File: src/rtl/sd_dat_tx_if.sv
// SD DAT transmit bus: frame trigger, RAM read port and DAT pad signals.
// With SD_DAT_TX_BUSY_WAIT_EN defined, it also carries the card DAT0 level (idat0).
interface sd_dat_tx_if #(
  parameter int ADDR_W = 10,
  parameter int DATA_W = 4
);
  logic              istart;
  logic [DATA_W-1:0] irdata;
  logic [ADDR_W-1:0] oaddr;
  logic [DATA_W-1:0] odat;
  logic              odat_oe;
  logic              obusy;
  logic              odone;
`ifdef SD_DAT_TX_BUSY_WAIT_EN
  logic              idat0;
`endif

  modport master (
`ifdef SD_DAT_TX_BUSY_WAIT_EN
    input  idat0,
`endif
    input  istart, irdata,
    output oaddr, odat, odat_oe, obusy, odone
  );

  modport slave (
`ifdef SD_DAT_TX_BUSY_WAIT_EN
    output idat0,
`endif
    output istart, irdata,
    input  oaddr, odat, odat_oe, obusy, odone
  );
endinterface

File: src/rtl/sd_dat_tx.sv
// Frames one RAM block onto the 4-bit SD DAT bus: start nibble, data, per-line CRC16, end nibble.
// Optional SD_DAT_TX_BUSY_WAIT_EN adds a post-frame WAIT on card busy (DAT0 low).
module sd_dat_tx #(
  parameter int ADDR_W = 10,
  parameter int DATA_W = 4
) (
  input  logic         iclk,
  input  logic         irst,
  sd_dat_tx_if.master  bus
);

  localparam logic [15:0] CRC_POLY = 16'h1021;

  typedef enum logic [2:0] {
    S_IDLE,
    S_START,
    S_DATA,
    S_CRC,
    S_END
`ifdef SD_DAT_TX_BUSY_WAIT_EN
    , S_WAIT
`endif
  } state_t;

  state_t                  r_state, w_state_nxt;
  logic [ADDR_W-1:0]       r_addr,  w_addr_nxt;
  logic [DATA_W-1:0]       r_odat,  w_odat_nxt;
  logic                    r_oe,    w_oe_nxt;
  logic                    r_busy,  w_busy_nxt;
  logic                    r_done,  w_done_nxt;
  logic [3:0]              r_cnt,   w_cnt_nxt;
  logic [DATA_W-1:0][15:0] r_crc,   w_crc_nxt;

  function automatic logic [15:0] f_crc_step(input logic [15:0] crc, input logic d);
    logic fb;
    fb = crc[15] ^ d;
    return {crc[14:0], 1'b0} ^ (fb ? CRC_POLY : 16'h0000);
  endfunction

  // state and output registers
  always_ff @(posedge iclk) begin
    if (irst) begin
      r_state <= S_IDLE;
      r_addr  <= '0;
      r_odat  <= '1;
      r_oe    <= 1'b0;
      r_busy  <= 1'b0;
      r_done  <= 1'b0;
      r_cnt   <= '0;
      r_crc   <= '0;
    end else begin
      r_state <= w_state_nxt;
      r_addr  <= w_addr_nxt;
      r_odat  <= w_odat_nxt;
      r_oe    <= w_oe_nxt;
      r_busy  <= w_busy_nxt;
      r_done  <= w_done_nxt;
      r_cnt   <= w_cnt_nxt;
      r_crc   <= w_crc_nxt;
    end
  end

  // next-state and next-register values
  always_comb begin
    w_state_nxt = r_state;
    w_addr_nxt  = r_addr;
    w_odat_nxt  = r_odat;
    w_oe_nxt    = r_oe;
    w_busy_nxt  = r_busy;
    w_done_nxt  = 1'b0;
    w_cnt_nxt   = r_cnt;
    w_crc_nxt   = r_crc;
    case (r_state)
      S_IDLE: begin
        w_addr_nxt = '0;
        w_odat_nxt = '1;
        w_oe_nxt   = 1'b0;
        w_busy_nxt = 1'b0;
        w_crc_nxt  = '0;
        if (bus.istart) begin
          w_state_nxt = S_START;
          w_odat_nxt  = '0;
          w_oe_nxt    = 1'b1;
          w_busy_nxt  = 1'b1;
        end
      end
      S_START: begin
        w_addr_nxt  = r_addr + ADDR_W'(1);
        w_state_nxt = S_DATA;
      end
      S_DATA: begin
        for (int i = 0; i < DATA_W; i++) begin
          w_crc_nxt[i] = f_crc_step(r_crc[i], bus.irdata[i]);
        end
        w_addr_nxt = r_addr + ADDR_W'(1);
        // address leads data by one, so a wrapped address marks the last nibble
        if (r_addr == '0) begin
          w_state_nxt = S_CRC;
          w_addr_nxt  = '0;
          w_cnt_nxt   = '0;
          for (int i = 0; i < DATA_W; i++) begin
            w_odat_nxt[i] = w_crc_nxt[i][15];
          end
        end
      end
      S_CRC: begin
        for (int i = 0; i < DATA_W; i++) begin
          w_crc_nxt[i]  = {r_crc[i][14:0], 1'b0};
          w_odat_nxt[i] = r_crc[i][14];
        end
        w_cnt_nxt = r_cnt + 4'd1;
        if (r_cnt == 4'd15) begin
          w_state_nxt = S_END;
          w_odat_nxt  = '1;
        end
      end
      S_END: begin
        w_odat_nxt = '1;
        w_oe_nxt   = 1'b0;
        w_crc_nxt  = '0;
`ifdef SD_DAT_TX_BUSY_WAIT_EN
        w_state_nxt = S_WAIT;
        w_cnt_nxt   = '0;
`else
        w_state_nxt = S_IDLE;
        w_busy_nxt  = 1'b0;
        w_done_nxt  = 1'b1;
`endif
      end
`ifdef SD_DAT_TX_BUSY_WAIT_EN
      S_WAIT: begin
        // first 8 cycles cover the card's CRC status token
        if (r_cnt < 4'd8) begin
          w_cnt_nxt = r_cnt + 4'd1;
        end else if (bus.idat0) begin
          w_state_nxt = S_IDLE;
          w_busy_nxt  = 1'b0;
          w_done_nxt  = 1'b1;
        end
      end
`endif
      default: begin
        w_state_nxt = S_IDLE;
      end
    endcase
  end

  assign bus.oaddr   = r_addr;
  assign bus.odat    = (r_state == S_DATA) ? bus.irdata : r_odat;
  assign bus.odat_oe = r_oe;
  assign bus.obusy   = r_busy;
  assign bus.odone   = r_done;

endmodule

File: src/flat_wrapper.sv
// flat-port wrapper written by rule: the top's interface ports become plain ports
module sd_dat_tx_flat 
#(
  parameter int ADDR_W = 10,
  parameter int DATA_W = 4
)
  (iclk, irst, bus_istart, bus_irdata, bus_oaddr, bus_odat, bus_odat_oe, bus_obusy, bus_odone);
  sd_dat_tx_if #(.ADDR_W(ADDR_W), .DATA_W(DATA_W)) bus_i ();
  input  logic iclk;
  input  logic irst;
  input wire logic [$bits(bus_i.istart)-1:0] bus_istart;
  input wire logic [$bits(bus_i.irdata)-1:0] bus_irdata;
  output wire logic [$bits(bus_i.oaddr)-1:0] bus_oaddr;
  output wire logic [$bits(bus_i.odat)-1:0] bus_odat;
  output wire logic [$bits(bus_i.odat_oe)-1:0] bus_odat_oe;
  output wire logic [$bits(bus_i.obusy)-1:0] bus_obusy;
  output wire logic [$bits(bus_i.odone)-1:0] bus_odone;
  assign bus_i.istart = bus_istart;
  assign bus_i.irdata = bus_irdata;
  assign bus_oaddr = bus_i.oaddr;
  assign bus_odat = bus_i.odat;
  assign bus_odat_oe = bus_i.odat_oe;
  assign bus_obusy = bus_i.obusy;
  assign bus_odone = bus_i.odone;
  sd_dat_tx #(.ADDR_W(ADDR_W), .DATA_W(DATA_W)) u_core (.iclk(iclk), .irst(irst), .bus(bus_i));
endmodule
File: config.mk
export PLATFORM = sky130hd
export DESIGN_NAME = sd_dat_tx_flat
export DESIGN_NICKNAME = d
export VERILOG_FILES = /design/src/rtl/sd_dat_tx_if.sv /design/src/rtl/sd_dat_tx.sv /design/src/flat_wrapper.sv
export SDC_FILE = /design/constraint.sdc
export NUM_CORES = 1
export LEC_CHECK = 0
export ABC_CLOCK_PERIOD_IN_PS = 1800
export CORE_MARGIN = 1
export CORE_UTILIZATION = 55
export CTS_BUF_LIST = sky130_fd_sc_hd__clkbuf_8
export DETAILED_ROUTE_END_ITERATION = 8
export PLACE_DENSITY_LB_ADDON = 0.08
export SYNTH_ARGS = -nofsm -noshare
export SYNTH_HDL_FRONTEND = slang
export SYNTH_SLANG_ARGS = --single-unit
File: constraint.sdc
create_clock -name iclk -period 1.8 [get_ports iclk]
set_input_delay 0.18 -clock iclk [delete_from_list [all_inputs] [get_ports iclk]]
set_output_delay 0.18 -clock iclk [all_outputs]
set_load 0.1 [all_outputs]
==> run summary <==
Dpl cell area - 3900 um^2
CP max stage delay - 0.35 ns
Synth-to-layout area growth - 15.4%
Largest net degree at the start of global routing - 62
Worst min path class - in2reg
Status - finished, final reports clean
DR iter-0 viols - 140
DP HPWL - 4700 um
Port buffer count - 23
Measured slew at the worst slew-check pin - 0.504 ns
Largest family of logic cells by synthesized area - compound AO/OA/AOI/OAI gates
I/O pins - 24
R2r setup slk - 0.22 ns
Vias in the first global route - 2,524
Async S/R FF share, synth - 0
Final #Nets - 418
Power per cell area - 957 nW/um^2
Via count - 2,813
Hold worst-path end - u_core.r_crc[28]$_SDFFE_PP0P_
# hold bufs at CTS - 0
Max-slew violations - 0
Dominant cells by area after synthesis - dfxtp_1, a22oi_1, nor2_1
Number of diodes - 0
Initial antenna violation count - 0
Crit-path max FO - 5
Leakage power - 1.53 nW
CP arrival - 1.53 ns
Buf/Inv on CP - 1
Fin. Hold Viols - 0
Synth Area in Adders - 0.0105
Post-synthesis mux area share - 0.0295
Max rail drop VDD - 0.000662 V
Worst path depth - 4
Total of max-cap violations - 0
Row cnt - 28
Core Footprint - 6100 um^2
GRT overflow - 0
Synth Area in Compound Gates - 0.194
Cell taking the most area after synthesis - dfxtp_1
Detailed Routing Iterations Pass 1 - 5
TritonCTS buffer count - 9
Drt via density - 5.76
Syn Std Cell Area - 3570 um^2
Post-DR wirelength/cell - 14.6 um
Net Count, Synth - 398
Worst Hold Depth - 4
#FFs+latches synth - 87
Layout Skew - 0.00965 ns
Ys Warns - 0
Yosys top cell area share - 0.488
Die area - 6810 um^2
CTS root buf - clkbuf_8
Die Y-Extent - 82.5 um
Max Fclk - 0.586 GHz
Htree depth - 3
Final worst path period share - 0.948
First-pass GRT wire length - 11,500 um
Clk Latency, worst-skew pair - 0.35 ns
RSZ-0062 raised after global routing - no
Cells after synthesis - 388
Clk sinks - 87
CTS tree - built
Layout cells sized above 1 - 0.189
Final antenna-violating net count - 0
Required @ worst endpoint - 1.62 ns
R2R depth - 6
GRT Total Usage - 0.226
Xor/xnor share of the synthesized area - 0.0442
Cell family with most CP delay - multiplexers
Reg2reg end - u_core.bus.oaddr[6]$_SDFFE_PP0P_
DRC viols - 0
Cell area after layout - 4110 um^2
Gpl congestion - 0.782
Top-count cell post-synth - dfxtp_1
Die X - 82.5 um
Initial cell density of the core - 0.585
Total wire length - 7130 um
Worst hold start - irst
Relative slew slack - 0.664
Reg clk slew, reported paths - 0.08 ns
Mean area per synthesized cell - 9.19 um^2
Crit Path Category - reg2out
Sum Neg Setup Slack - 0 ns
Clk buf depth - 2
Post-synth EDFFs - 0
Sequential element share of the synthesized area - 0.488
Post-route minimum period - 1.71 ns
Synth Flop Type - dfxtp_1
Crit-path slowest cell - mux2_4
Distinct cell type count after synthesis - 48
Synth Area in Simple Gates - 0.185
Setup crit end kind - output pin
Leading cell types by count after synthesis - dfxtp_1, nor2_1, a22oi_1
# setup viols final - 0
Worst reg2reg startpoint - u_core.bus.oaddr[1]$_SDFFE_PP0P_
CP cell instances - nand2b_4 -> nor2_4 -> mux2_4 -> buf_12
CP Launch Type - flip-flop
metal layers:
| metal | wire length [um] | GRT usage |
|---|---|---|
| met3 | 268 | 0.0418 |
| met1 | 3360 | 0.289 |
| met5 | 0 | 0 |
| met4 | 91 | 0.117 |
| met2 | 3410 | 0.362 |
worst max path at each step:
stage | endpoint | from | slack, ns
2_1_floorplan | bus_odat[0] | u_core.r_state[2]$_SDFFE_PP0P_ | 0.15
3_3_place_gp | u_core.bus.oaddr[6]$_SDFFE_PP0P_ | u_core.bus.oaddr[1]$_SDFFE_PP0P_ | 0.27
3_5_place_dp | u_core.bus.oaddr[9]$_SDFFE_PP0P_ | u_core.bus.oaddr[1]$_SDFFE_PP0P_ | 0.19
6_report | bus_odat[3] | u_core.r_state[2]$_SDFFE_PP0P_ | 0.09
5_1_grt | bus_odat[3] | u_core.r_state[2]$_SDFFE_PP0P_ | 0.03
4_1_cts | bus_odat[2] | u_core.r_state[2]$_SDFFE_PP0P_ | -0.01
cell usage in the layout (no fill, tap or decap), types with 5 or more instances in the layout:
cell	instances
nand3_1	9
a21oi_1	17
clkdlybuf4s50_1	5
a22oi_1	50
xnor2_1	13
nor3_1	8
o21ai_0	14
nand2_1	11
nor2_1	79
nor2b_1	5
buf_4	29
dfxtp_2	10
nand4_1	6
dfxtp_1	75
mux2i_1	6
clkbuf_8	9
inv_1	5
buf_12	5
xor2_1	5
stage by stage:
step | utilization | power, W | hold slack, ns | setup slack (ns) | instances
2_1_floorplan | - | 0.00248 | 0.345 | 0.150 | 388
3_3_place_gp | 0.640 | 0.00266 | 0.457 | 0.271 | 472
3_5_place_dp | 0.640 | 0.00266 | 0.464 | 0.193 | 472
4_1_cts | 0.673 | 0.00397 | 0.249 | -0.0101 | 489
5_1_grt | 0.675 | 0.00410 | 0.277 | 0.0252 | 488
6_report | 0.675 | 0.00394 | 0.261 | 0.0944 | 488
power by group:
group | internal [W] | switching, W | leakage [nW]
clock network | 0.000632 | 0.000677 | 0.102
logic | 0.000230 | 0.000405 | 0.723
registers | 0.00196 | 0.0000342 | 0.710
total | 0.00282 | 0.00112 | 1.53
sequential cells by signal (all words and copies together) (netlist names):
register,cells
u_core.bus.odone,1
u_core.bus.oaddr,10
u_core.r_cnt,4
u_core.r_state,3
u_core.r_crc,64
u_core.r_odat,4
u_core.bus.odat_oe,1
kinds of logic after synthesis:
logic type	count (synthesis)
simple gates	139
compound gates	96
flops	87
buf+inv	35
xor+xnor	18
mux	10
fa+ha+maj	3
area by class of cell:
| type | instances | area [um^2] |
|---|---|---|
| clock inverters | 7 | 65.1 |
| well taps | 75 | 93.8 |
| inverters | 4 | 15.0 |
| flip-flops and latches | 87 | 1760 |
| fillers | 500 | 1980 |
| repair buffers | 40 | 373 |
| clock buffers | 9 | 124 |
| multi-input cells | 266 | 1680 |
worst reg2reg max path, cell delays in order, from the launching register on:
cell	delay, ns
dfxtp_4	0.37
inv_1	0.07
ha_1	0.15
nor4b_4	0.28
nand3_2	0.19
a31oi_4	0.33
nor2_1	0.08
timing repair:
action                                 in CTS  in global routing
pin swaps                                   1                  1
endpoints found under the hold margin       0                  0
resized for setup                           2                  5
buffers inserted                            1                  0
setup endpoints to repair                   4                  4
(Power assumes the default switching activity.)
